[src/rtl/core_pkg.sv]
// Shared types and encodings for the core's memory-port arbitration logic.
package core_pkg;

  localparam int unsigned ADDR_W   = 32;
  localparam int unsigned DATA_W   = 32;
  localparam int unsigned MASK_W   = 4;
  localparam int unsigned STARVE_W = 4;

  typedef enum logic [1:0] {
    ARB_IDLE       = 2'd0,
    ARB_WAIT_INSTR = 2'd1,
    ARB_WAIT_DATA  = 2'd2
  } arb_state_e;

  typedef enum logic [1:0] {
    SEL_NONE  = 2'd0,
    SEL_INSTR = 2'd1,
    SEL_DATA  = 2'd2
  } arb_sel_e;

  typedef struct packed {
    logic [ADDR_W-1:0] addr;
    logic              we;
    logic [MASK_W-1:0] wmask;
    logic [DATA_W-1:0] wdata;
  } mem_cmd_t;

endpackage

[src/rtl/mem_port_arbiter_if.sv]
// Fetch, LSU and memory-side handshake signals of the shared memory port.
interface mem_port_arbiter_if;
  import core_pkg::*;

  logic              instr_req;
  logic [ADDR_W-1:0] instr_addr;
  logic              instr_gnt;
  logic              instr_rvalid;
  logic [DATA_W-1:0] instr_rdata;

  logic              data_req;
  logic [ADDR_W-1:0] data_addr;
  logic              data_we;
  logic [MASK_W-1:0] data_wmask;
  logic [DATA_W-1:0] data_wdata;
  logic              data_lock;
  logic              data_gnt;
  logic              data_rvalid;
  logic [DATA_W-1:0] data_rdata;

  logic              mem_req;
  logic [ADDR_W-1:0] mem_addr;
  logic              mem_we;
  logic [MASK_W-1:0] mem_wmask;
  logic [DATA_W-1:0] mem_wdata;
  logic              mem_gnt;
  logic              mem_rvalid;
  logic [DATA_W-1:0] mem_rdata;
  logic              stray_rvalid;

  // Arbiter side
  modport master (
    input  instr_req, instr_addr,
    output instr_gnt, instr_rvalid, instr_rdata,
    input  data_req, data_addr, data_we, data_wmask, data_wdata, data_lock,
    output data_gnt, data_rvalid, data_rdata,
    output mem_req, mem_addr, mem_we, mem_wmask, mem_wdata,
    input  mem_gnt, mem_rvalid, mem_rdata,
    output stray_rvalid
  );

  // Core and memory side
  modport slave (
    output instr_req, instr_addr,
    input  instr_gnt, instr_rvalid, instr_rdata,
    output data_req, data_addr, data_we, data_wmask, data_wdata, data_lock,
    input  data_gnt, data_rvalid, data_rdata,
    input  mem_req, mem_addr, mem_we, mem_wmask, mem_wdata,
    output mem_gnt, mem_rvalid, mem_rdata,
    input  stray_rvalid
  );

endinterface

[src/rtl/mem_port_arbiter_starve_counter.sv]
// Saturating count of data grants taken while fetch was left waiting.
module arb_starve_counter
  import core_pkg::*;
#(
  parameter int unsigned STARVE_LIMIT = 4
) (
  input  logic clk,
  input  logic rst_n,
  input  logic inc,
  input  logic clr,
  output logic limit_hit
);

  logic [STARVE_W-1:0] count_q;

  assign limit_hit = (count_q == STARVE_W'(STARVE_LIMIT));

  always_ff @(posedge clk or negedge rst_n) begin
    if (!rst_n) begin
      count_q <= '0;
    end else if (clr) begin
      count_q <= '0;
    end else if (inc && !limit_hit) begin
      count_q <= count_q + STARVE_W'(1);
    end
  end

endmodule

[src/rtl/mem_port_arbiter.sv]
// Shares one memory port between fetch and LSU, one transaction in flight,
// with data priority, misaligned-pair locking and fetch anti-starvation.
module mem_port_arbiter
  import core_pkg::*;
#(
  parameter int unsigned STARVE_LIMIT = 4
) (
  input  logic                clk_i,
  input  logic                reset_i,
  mem_port_arbiter_if.master  bus
);

  arb_state_e state_q, state_d;
  arb_sel_e   sel;
  mem_cmd_t   cmd;
  logic       lock_q;
  logic       starve_hit;
  logic       instr_gnt_c, data_gnt_c;
  logic       instr_rvalid_c, data_rvalid_c, stray_c;

  // Requester selection; only meaningful in IDLE and blanked during reset
  always_comb begin
    sel = SEL_NONE;
    if (reset_i && state_q == ARB_IDLE) begin
      if (lock_q)                             sel = bus.data_req ? SEL_DATA : SEL_NONE;
      else if (bus.instr_req && starve_hit)   sel = SEL_INSTR;
      else if (bus.data_req)                  sel = SEL_DATA;
      else if (bus.instr_req)                 sel = SEL_INSTR;
    end
  end

  always_comb begin
    cmd = '0;
    case (sel)
      SEL_INSTR: cmd.addr = bus.instr_addr;
      SEL_DATA:  cmd = '{addr: bus.data_addr, we: bus.data_we,
                         wmask: bus.data_wmask, wdata: bus.data_wdata};
      default:   cmd = '0;
    endcase
  end

  always_ff @(posedge clk_i or negedge reset_i) begin
    if (!reset_i) state_q <= ARB_IDLE;
    else          state_q <= state_d;
  end

  always_comb begin
    state_d        = state_q;
    instr_gnt_c    = 1'b0;
    data_gnt_c     = 1'b0;
    instr_rvalid_c = 1'b0;
    data_rvalid_c  = 1'b0;
    stray_c        = 1'b0;
    unique case (state_q)
      ARB_IDLE: begin
        // A response with nothing outstanding is dropped, even alongside a grant
        stray_c = reset_i && bus.mem_rvalid;
        if (bus.mem_gnt && sel == SEL_DATA) begin
          data_gnt_c = 1'b1;
          state_d    = ARB_WAIT_DATA;
        end else if (bus.mem_gnt && sel == SEL_INSTR) begin
          instr_gnt_c = 1'b1;
          state_d     = ARB_WAIT_INSTR;
        end
      end
      ARB_WAIT_INSTR: begin
        if (bus.mem_rvalid) begin
          instr_rvalid_c = 1'b1;
          state_d        = ARB_IDLE;
        end
      end
      ARB_WAIT_DATA: begin
        if (bus.mem_rvalid) begin
          data_rvalid_c = 1'b1;
          state_d       = ARB_IDLE;
        end
      end
      default: state_d = ARB_IDLE;
    endcase
  end

  // Beat 1 of a misaligned pair reserves the port; beat 2 releases it
  always_ff @(posedge clk_i or negedge reset_i) begin
    if (!reset_i)        lock_q <= 1'b0;
    else if (data_gnt_c) lock_q <= bus.data_lock;
  end

  arb_starve_counter #(
    .STARVE_LIMIT (STARVE_LIMIT)
  ) u_starve (
    .clk       (clk_i),
    .rst_n     (reset_i),
    .inc       (data_gnt_c),
    .clr       (!bus.instr_req || instr_gnt_c),
    .limit_hit (starve_hit)
  );

  assign bus.mem_req      = (sel != SEL_NONE);
  assign bus.mem_addr     = cmd.addr;
  assign bus.mem_we       = cmd.we;
  assign bus.mem_wmask    = cmd.wmask;
  assign bus.mem_wdata    = cmd.wdata;
  assign bus.instr_gnt    = instr_gnt_c;
  assign bus.data_gnt     = data_gnt_c;
  assign bus.instr_rvalid = instr_rvalid_c;
  assign bus.data_rvalid  = data_rvalid_c;
  assign bus.instr_rdata  = instr_rvalid_c ? bus.mem_rdata : '0;
  assign bus.data_rdata   = data_rvalid_c  ? bus.mem_rdata : '0;
  assign bus.stray_rvalid = stray_c;

endmodule

[src/flat_wrapper.sv]
// flat-port wrapper written by rule: the top's interface ports become plain ports
module mem_port_arbiter_flat import core_pkg::*;
#(
  parameter int unsigned STARVE_LIMIT = 4
)
  (clk_i, reset_i, bus_instr_req, bus_instr_addr, bus_instr_gnt, bus_instr_rvalid, bus_instr_rdata, bus_data_req, bus_data_addr, bus_data_we, bus_data_wmask, bus_data_wdata, bus_data_lock, bus_data_gnt, bus_data_rvalid, bus_data_rdata, bus_mem_req, bus_mem_addr, bus_mem_we, bus_mem_wmask, bus_mem_wdata, bus_mem_gnt, bus_mem_rvalid, bus_mem_rdata, bus_stray_rvalid);
  mem_port_arbiter_if bus_i ();
  input  logic clk_i;
  input  logic reset_i;
  input wire logic [$bits(bus_i.instr_req)-1:0] bus_instr_req;
  input wire logic [$bits(bus_i.instr_addr)-1:0] bus_instr_addr;
  output wire logic [$bits(bus_i.instr_gnt)-1:0] bus_instr_gnt;
  output wire logic [$bits(bus_i.instr_rvalid)-1:0] bus_instr_rvalid;
  output wire logic [$bits(bus_i.instr_rdata)-1:0] bus_instr_rdata;
  input wire logic [$bits(bus_i.data_req)-1:0] bus_data_req;
  input wire logic [$bits(bus_i.data_addr)-1:0] bus_data_addr;
  input wire logic [$bits(bus_i.data_we)-1:0] bus_data_we;
  input wire logic [$bits(bus_i.data_wmask)-1:0] bus_data_wmask;
  input wire logic [$bits(bus_i.data_wdata)-1:0] bus_data_wdata;
  input wire logic [$bits(bus_i.data_lock)-1:0] bus_data_lock;
  output wire logic [$bits(bus_i.data_gnt)-1:0] bus_data_gnt;
  output wire logic [$bits(bus_i.data_rvalid)-1:0] bus_data_rvalid;
  output wire logic [$bits(bus_i.data_rdata)-1:0] bus_data_rdata;
  output wire logic [$bits(bus_i.mem_req)-1:0] bus_mem_req;
  output wire logic [$bits(bus_i.mem_addr)-1:0] bus_mem_addr;
  output wire logic [$bits(bus_i.mem_we)-1:0] bus_mem_we;
  output wire logic [$bits(bus_i.mem_wmask)-1:0] bus_mem_wmask;
  output wire logic [$bits(bus_i.mem_wdata)-1:0] bus_mem_wdata;
  input wire logic [$bits(bus_i.mem_gnt)-1:0] bus_mem_gnt;
  input wire logic [$bits(bus_i.mem_rvalid)-1:0] bus_mem_rvalid;
  input wire logic [$bits(bus_i.mem_rdata)-1:0] bus_mem_rdata;
  output wire logic [$bits(bus_i.stray_rvalid)-1:0] bus_stray_rvalid;
  assign bus_i.instr_req = bus_instr_req;
  assign bus_i.instr_addr = bus_instr_addr;
  assign bus_instr_gnt = bus_i.instr_gnt;
  assign bus_instr_rvalid = bus_i.instr_rvalid;
  assign bus_instr_rdata = bus_i.instr_rdata;
  assign bus_i.data_req = bus_data_req;
  assign bus_i.data_addr = bus_data_addr;
  assign bus_i.data_we = bus_data_we;
  assign bus_i.data_wmask = bus_data_wmask;
  assign bus_i.data_wdata = bus_data_wdata;
  assign bus_i.data_lock = bus_data_lock;
  assign bus_data_gnt = bus_i.data_gnt;
  assign bus_data_rvalid = bus_i.data_rvalid;
  assign bus_data_rdata = bus_i.data_rdata;
  assign bus_mem_req = bus_i.mem_req;
  assign bus_mem_addr = bus_i.mem_addr;
  assign bus_mem_we = bus_i.mem_we;
  assign bus_mem_wmask = bus_i.mem_wmask;
  assign bus_mem_wdata = bus_i.mem_wdata;
  assign bus_i.mem_gnt = bus_mem_gnt;
  assign bus_i.mem_rvalid = bus_mem_rvalid;
  assign bus_i.mem_rdata = bus_mem_rdata;
  assign bus_stray_rvalid = bus_i.stray_rvalid;
  mem_port_arbiter #(.STARVE_LIMIT(STARVE_LIMIT)) u_core (.clk_i(clk_i), .reset_i(reset_i), .bus(bus_i));
endmodule
[config.mk]
export PLATFORM = sky130hd
export DESIGN_NAME = mem_port_arbiter_flat
export DESIGN_NICKNAME = d
export VERILOG_FILES = /design/src/rtl/core_pkg.sv /design/src/rtl/mem_port_arbiter_if.sv /design/src/rtl/mem_port_arbiter_starve_counter.sv /design/src/rtl/mem_port_arbiter.sv /design/src/flat_wrapper.sv
export SDC_FILE = /design/constraint.sdc
export NUM_CORES = 1
export LEC_CHECK = 0
export ABC_AREA = 0
export BUFFER_PORTS_ARGS = -buffer_cell sky130_fd_sc_hd__buf_2
export CAP_MARGIN = 20
export CORE_AREA = 4 4 106 108
export CTS_CLUSTER_SIZE = 30
export DETAILED_ROUTE_END_ITERATION = 10
export DIE_AREA = 0 0 110 112
export PLACE_DENSITY = 0.53
export SLEW_MARGIN = 20
export SYNTH_ARGS = -nofsm -noshare
export SYNTH_HDL_FRONTEND = slang
export SYNTH_SLANG_ARGS = --single-unit
[constraint.sdc]
create_clock -name clk_i -period 3.8 [get_ports clk_i]
set_input_delay 1.14 -clock clk_i [delete_from_list [all_inputs] [get_ports clk_i]]
set_output_delay 1.14 -clock clk_i [all_outputs]
set_load 0.01 [all_outputs]
==> results.py, run 1 <==
metrics = {
    "global_route": {
        "grt-ovfl-total": 0,
        "antenna_found_initial": 0,
        "grt_pass1_wl_mm": 13.4,
        "grt_max_degree": 67,
        "track_usage_pct": 13.3,
        "grt_pass1_vias": 2718,
    },
    "layout": {
        "insertedDiodeCount": 0,
        "final_common_cell": "buf_2",
        "area_delta_synth_final_pct": 97.3,
        "final_core_util_pct": 33.3,
        "finalNetCount": 671,
        "most-common-layout-cells": "buf_2 (278), and3_1 (65), and2_1 (40)",
        "layout-drive-gt1-share_pct": 56.9,
        "fillCellCount": 1145,
    },
    "clocking": {
        "cts_setup_buffers": 0,
        "cts_inserted_buffers": 3,
        "clkTransAtPathRegs_ns": 0.04,
        "cts_tree": "built",
        "cts.sinks": 7,
        "clock_latency_ns": 0.22,
        "cts-root-buf": "clkbuf_8",
        "cts_buffer_depth": 2,
        "htreeDepth": 1,
    },
    "sta": {
        "slew-limit-headroom_pct": 40.8,
        "fin_crit_sh_pct": 96.8,
        "final.setup.tns_ns": 0,
        "maxSlewViolCount": 0,
        "fin_ws_ns": 0.120,
        "hold_viol_final": 0,
        "skew_ns": 0.000931,
        "setup_viol": 0,
        "fmax_ghz": 0.272,
        "min_period_ns": 3.68,
        "worst_pin_slew_ns": 0.888,
        "rsz0062_at_grt": "false",
    },
    "drt": {
        "drtIter0Drc": 140,
        "firstDrtPassIters": 4,
        "drc": 0,
        "routed_wl_mm": 9.78,
        "avgViaCountPerCell": 4.40,
        "num_vias": 2892,
        "ant_nets": 0,
        "wl_per_cell_um": 14.9,
    },
    "setup_path": {
        "critical-path-top-delay-family": "buffers and inverters",
        "reg2reg_slack_ns": 1.26,
        "critPathRequiredTime_ns": 2.66,
        "crit_type": "input pin to primary output",
        "worst_setup_path_end_kind": "primary output",
        "crit_buf_inv": 4,
        "cp.arrival_ns": 2.54,
        "cp-start-kind": "input pin",
        "cp_slowest_stage_delay_ns": 0.25,
        "cp_max_fo": 33,
        "crit_chain": "buf_2, nand2b_1, o2111ai_2, inv_1, ha_2, buf_12, a22oi_1, nor2b_1, buf_2",
        "slowest_stage": "ha_2",
        "cp_common_cell": "buf_2",
    },
    "hold_path": {
        "hold_class": "flop to flop",
    },
    "synthesis": {
        "syn_area_mm2": 0.00173,
        "synth_seq_cells": 7,
        "syn_inst": 257,
        "avgSynthCellArea_um2": 6.72,
        "ys_types": 27,
        "yosysSeqAreaShare_pct": 10.1,
        "syn-num-nets": 405,
        "yosysWarningCount": 0,
    },
    "place": {
        "hpwlAfterDp_mm": 8.02,
        "port_buffers": 278,
        "dp_worst_setup_slack_ns": 0.0361,
        "place_congestion": 0.819,
    },
    "power_and_ir_drop": {
        "comb_power_share_pct": 80.9,
        "p_sw_w": 0.000523,
        "total_power_w": 0.00109,
        "leakage_nw": 2.24,
        "peakVddDrop_mv": 0.168,
        "intPower_w": 0.000571,
        "clkPwrFrac_pct": 9.5,
        "swShare_pct": 47.8,
        "p_per_area_mw_per_mm2": 321,
        "seq_power_share_pct": 9.6,
    },
    "die": {
        "die_x_um": 110,
        "ios": 279,
        "core_mm2": 0.0102,
        "initial_core_util_pct": 16.9,
        "placementRows": 37,
        "dieArea_mm2": 0.0123,
        "die_h_um": 112,
    },
    "flow_run": {
        "maxCapViolCount": 0,
    },
    "status": {
        "status": "complete, no violations",
    },
}
[registers in the layout, summed over array words and instances (netlist names)]
signal                   flops
u_core.u_starve.count_q      4
u_core.state_q               2
u_core.lock_q                1
[power by group through the flow]
stage / Clock (W) / Sequential (W) / Combinational, W
floorplan: 0 / 0.000102 / 0.000501
global placement: 0 / 0.000105 / 0.000851
detailed placement: 0 / 0.000105 / 0.000864
CTS: 0.000106 / 0.000105 / 0.000865
global route: 0.000111 / 0.000106 / 0.000980
finish: 0.000104 / 0.000105 / 0.000886
[cells in the mapped netlist]
master	number	area (µm²)
a211o_1	1	8.76
a21oi_1	5	25.0
a22o_1	1	8.76
a22oi_1	32	240
and2_1	40	250
and3_1	65	407
and3b_1	1	8.76
buf_1	2	7.51
buf_2	2	10.0
clkbuf_1	24	90.1
dfrtp_1	7	175
ha_1	8	100
inv_1	10	37.5
nand2_1	6	22.5
nand2b_1	2	12.5
nand3_1	3	15.0
nand3_2	1	10.0
nand3b_1	1	7.51
nand4b_1	1	8.76
nor2b_1	34	213
o2111ai_1	1	8.76
o21ai_0	5	25.0
o22ai_1	1	6.26
o31ai_1	1	7.51
or2b_1	1	7.51
or3_1	1	6.26
or4_1	1	7.51
[final timing paths]
| kind | start | end | cells after the start |
|---|---|---|---|
| min in group asynchronous | reset_i | u_core.lock_q | 2 |
| max reg2reg | u_core.state_q[1] | u_core.u_starve.count_q[3] | 10 |
| min | u_core.lock_q | u_core.lock_q | 2 |
| max | bus_instr_req | bus_mem_addr[20] | 9 |
| min reg2reg | u_core.lock_q | u_core.lock_q | 2 |
| max in group asynchronous | reset_i | u_core.u_starve.count_q[3] | 2 |
[metal layers]
metal	routed length, µm	up-vias	global-route usage (%)	part of all wire, %
met5	0	-	0	0
met4	110	0	2.41	1.1
met3	1140	8	2.90	12
met2	4970	197	25.3	51
met1	3560	1255	14.8	36
li1	-	1432	-	-
[area by class of cell]
| class | instances | area, µm² | area share (%) |
|---|---|---|---|
| inverter | 10 | 37.5 | 1.10 |
| clock buffer | 4 | 45.0 | 1.32 |
| multi-input combinational | 212 | 1430 | 42.0 |
| timing repair buffer | 289 | 1550 | 45.4 |
| sequential | 7 | 175 | 5.14 |
| tap | 136 | 170 | 4.99 |
[what timing repair did]
action	4_1_cts	5_1_grt
hold buffers	0	0
hold endpoints to repair	0	0
resized for setup	0	4
setup endpoints to repair	0	1
[cells by family (layout without fill, tap and decap cells)]
kind of cell | after synthesis | count (layout) | share of synthesized area [%]
simple gates | 157 | 157 | 56.5
fa+ha+maj | 8 | 8 | 5.80
compound gates | 47 | 47 | 19.1
buf+inv | 38 | 303 | 8.41
flops | 7 | 7 | 10.1
[through the flow]
step / instance area [µm²] / cells / hold WS (ns)
6_report: 3410 / 658 / 0.477
5_1_grt: 3410 / 658 / 0.503
4_1_cts: 3330 / 656 / 0.484
3_5_place_dp: 3290 / 652 / 0.465
3_3_place_gp: 3290 / 652 / 0.466
2_1_floorplan: 1730 / 257 / 0.437
[worst reg2reg max path, delay by kind of cell (launching register included)]
kind / cells / cell delay (ns)
flops: 1 / 0.39
fa+ha+maj: 2 / 0.60
simple gates: 2 / 0.53
compound gates: 2 / 0.38
buf+inv: 4 / 0.55
No activity file was read; power rests on OpenSTA's default activity.
==> inputs of run 2 (changes only) <==
==> constraint.sdc (replaced) <==
create_clock -name clk_i -period 4.7 [get_ports clk_i]
set_input_delay 1.41 -clock clk_i [delete_from_list [all_inputs] [get_ports clk_i]]
set_output_delay 1.41 -clock clk_i [all_outputs]
set_load 0.01 [all_outputs]
==> run 2 against run 1 <==
Effect of this change:
- global-route usage increased by 0.13 points
- non-clock buffer count decreased by 8
- largest power group unchanged
- cell count decreased by 1.2%
- highest routed layer unchanged
- first-iteration DRC count decreased by 3.6%
- combinational power decreased by 24%
==> results.py, run 2 (synthesis gave the netlist of run 1 again) <==
metrics = {
    "global_route": {
        "grt_pass1_wl_mm": 13.5,
        "grt-ovfl-total": 0,
        "track_usage_pct": 13.4,
        "grt_max_degree": 71,
        "antenna_found_initial": 0,
        "grt_pass1_vias": 2737,
    },
    "clocking": {
        "post_cts_resized": 0,
        "cts_inserted_buffers": 3,
        "clock_latency_ns": 0.22,
        "postCtsHoldBufs": 0,
        "cts-root-buf": "clkbuf_8",
        "cts_setup_buffers": 0,
        "clkTransAtPathRegs_ns": 0.04,
        "cts_tree": "built",
        "htreeDepth": 1,
        "cts_buffer_depth": 2,
        "cts.sinks": 7,
    },
    "setup_path": {
        "cp-start-kind": "input pin",
        "cp_max_fo": 32,
        "worst_setup_path_end_kind": "primary output",
        "crit_type": "input pin to primary output",
        "cp.arrival_ns": 2.95,
        "reg2reg_slack_ns": 2.09,
        "critPathRequiredTime_ns": 3.29,
    },
    "layout": {
        "most-common-layout-cells": "buf_2 (278), and3_1 (65), and2_1 (40)",
        "top_register": "u_core.u_starve.count_q",
        "area_delta_synth_final_pct": 89.7,
        "layout-drive-gt1-share_pct": 55.6,
        "reg_top3": "u_core.u_starve.count_q (4), u_core.state_q (2), u_core.lock_q (1)",
        "finalNetCount": 663,
        "final_core_util_pct": 32.0,
        "largest_register_ff_count": 4,
        "insertedDiodeCount": 0,
        "final_common_cell": "buf_2",
    },
    "sta": {
        "worst_pin_slew_ns": 0.919,
        "maxSlewViolCount": 0,
        "skew_ns": 0.000762,
        "hold_viol_final": 0,
        "timing.hold.ws_ns": 0.469,
        "slew-limit-headroom_pct": 38.8,
        "rsz0062_at_grt": "false",
        "setup_viol": 0,
        "fmax_ghz": 0.230,
        "fin_crit_sh_pct": 92.7,
        "final.setup.tns_ns": 0,
        "min_period_ns": 4.36,
    },
    "drt": {
        "routed_wl_mm": 9.42,
        "avgViaCountPerCell": 4.43,
        "firstDrtPassIters": 4,
        "drtIter0Drc": 135,
        "num_vias": 2877,
        "wl_per_cell_um": 14.5,
        "ant_nets": 0,
        "drc": 0,
    },
    "die": {
        "dieArea_mm2": 0.0123,
        "initial_core_util_pct": 16.9,
        "die_h_um": 112,
        "placementRows": 37,
        "die_x_um": 110,
        "ios": 279,
        "core_mm2": 0.0102,
    },
    "power_and_ir_drop": {
        "peakVddDrop_mv": 0.113,
        "p_sw_w": 0.000407,
        "leakage_nw": 2.18,
        "seq_power_share_pct": 10.1,
        "clkPwrFrac_pct": 9.9,
        "comb_power_share_pct": 80.0,
        "swShare_pct": 48.6,
        "intPower_w": 0.000431,
        "p_per_area_mw_per_mm2": 256,
    },
    "place": {
        "port_buffers": 278,
        "hpwlAfterDp_mm": 7.91,
        "place_congestion": 0.851,
    },
    "status": {
        "status": "complete, no violations",
    },
    "flow_run": {
        "maxCapViolCount": 0,
    },
    "hold_path": {
        "hold_class": "flop to flop",
    },
}
[run 2: cell types whose count changed in the layout (fill, tap and decap cells not counted), sizes merged]
cell    previous run  this run
buf              287       281
clkbuf             6         4
[run 2: power groups by stage]
| stage | clock network [W] | registers (W) | logic [W] |
|---|---|---|---|
| after floorplan | 0 | 0.0000823 | 0.000405 |
| final | 0.0000832 | 0.0000846 | 0.000670 |
| after global routing | 0.0000867 | 0.0000863 | 0.000747 |
| after global placement | 0 | 0.0000849 | 0.000672 |
| after detailed placement | 0 | 0.0000852 | 0.000680 |
| after CTS | 0.0000849 | 0.0000847 | 0.000682 |
[run 2: final timing paths]
path	to	cells after the start	start
min in group asynchronous	u_core.lock_q	1	reset_i
worst min register to register	u_core.lock_q	2	u_core.lock_q
worst min-delay path	u_core.lock_q	2	u_core.lock_q
worst max-delay path	bus_mem_addr[26]	7	reset_i
max in group asynchronous	u_core.u_starve.count_q[3]	1	reset_i
worst max register to register	u_core.u_starve.count_q[3]	10	u_core.u_starve.count_q[0]
[run 2: area by class of cell]
class	instances	area (µm²)
fill	1119	6960
timing repair buffer	281	1440
tap	136	170
sequential	7	175
multi-input combinational	212	1410
inverter	10	37.5
clock buffer	4	45.0
[run 2: stage by stage]
step           power (W)  instance area, µm²  worst slack, ns  instances
4_1_cts         0.000852                3280            0.289        650
3_5_place_dp    0.000766                3230            0.291        646
5_1_grt         0.000920                3280            0.182        650
6_report        0.000838                3280            0.345        650
2_1_floorplan   0.000487                1730            0.565        257
3_3_place_gp    0.000757                3230            0.322        646
[run 2: worst max-delay path, cell delays in order]
cell and delay (ns):
buf_2 0.20, nand2_1 0.07, a211o_1 0.27, ha_1 0.29, buf_4 0.26, nor2b_1 0.25
buf_2 0.18
[run 2: layer usage]
layer  track usage (%)  up-vias  wire, µm  share of wire [%]
li1                  -     1419         -                  -
met3              2.61       12      1120                 12
met5                 0        -         0                  0
met2              26.1      182      4820                 51
met4              2.83        0       117                1.2
met1              14.5     1264      3360                 36
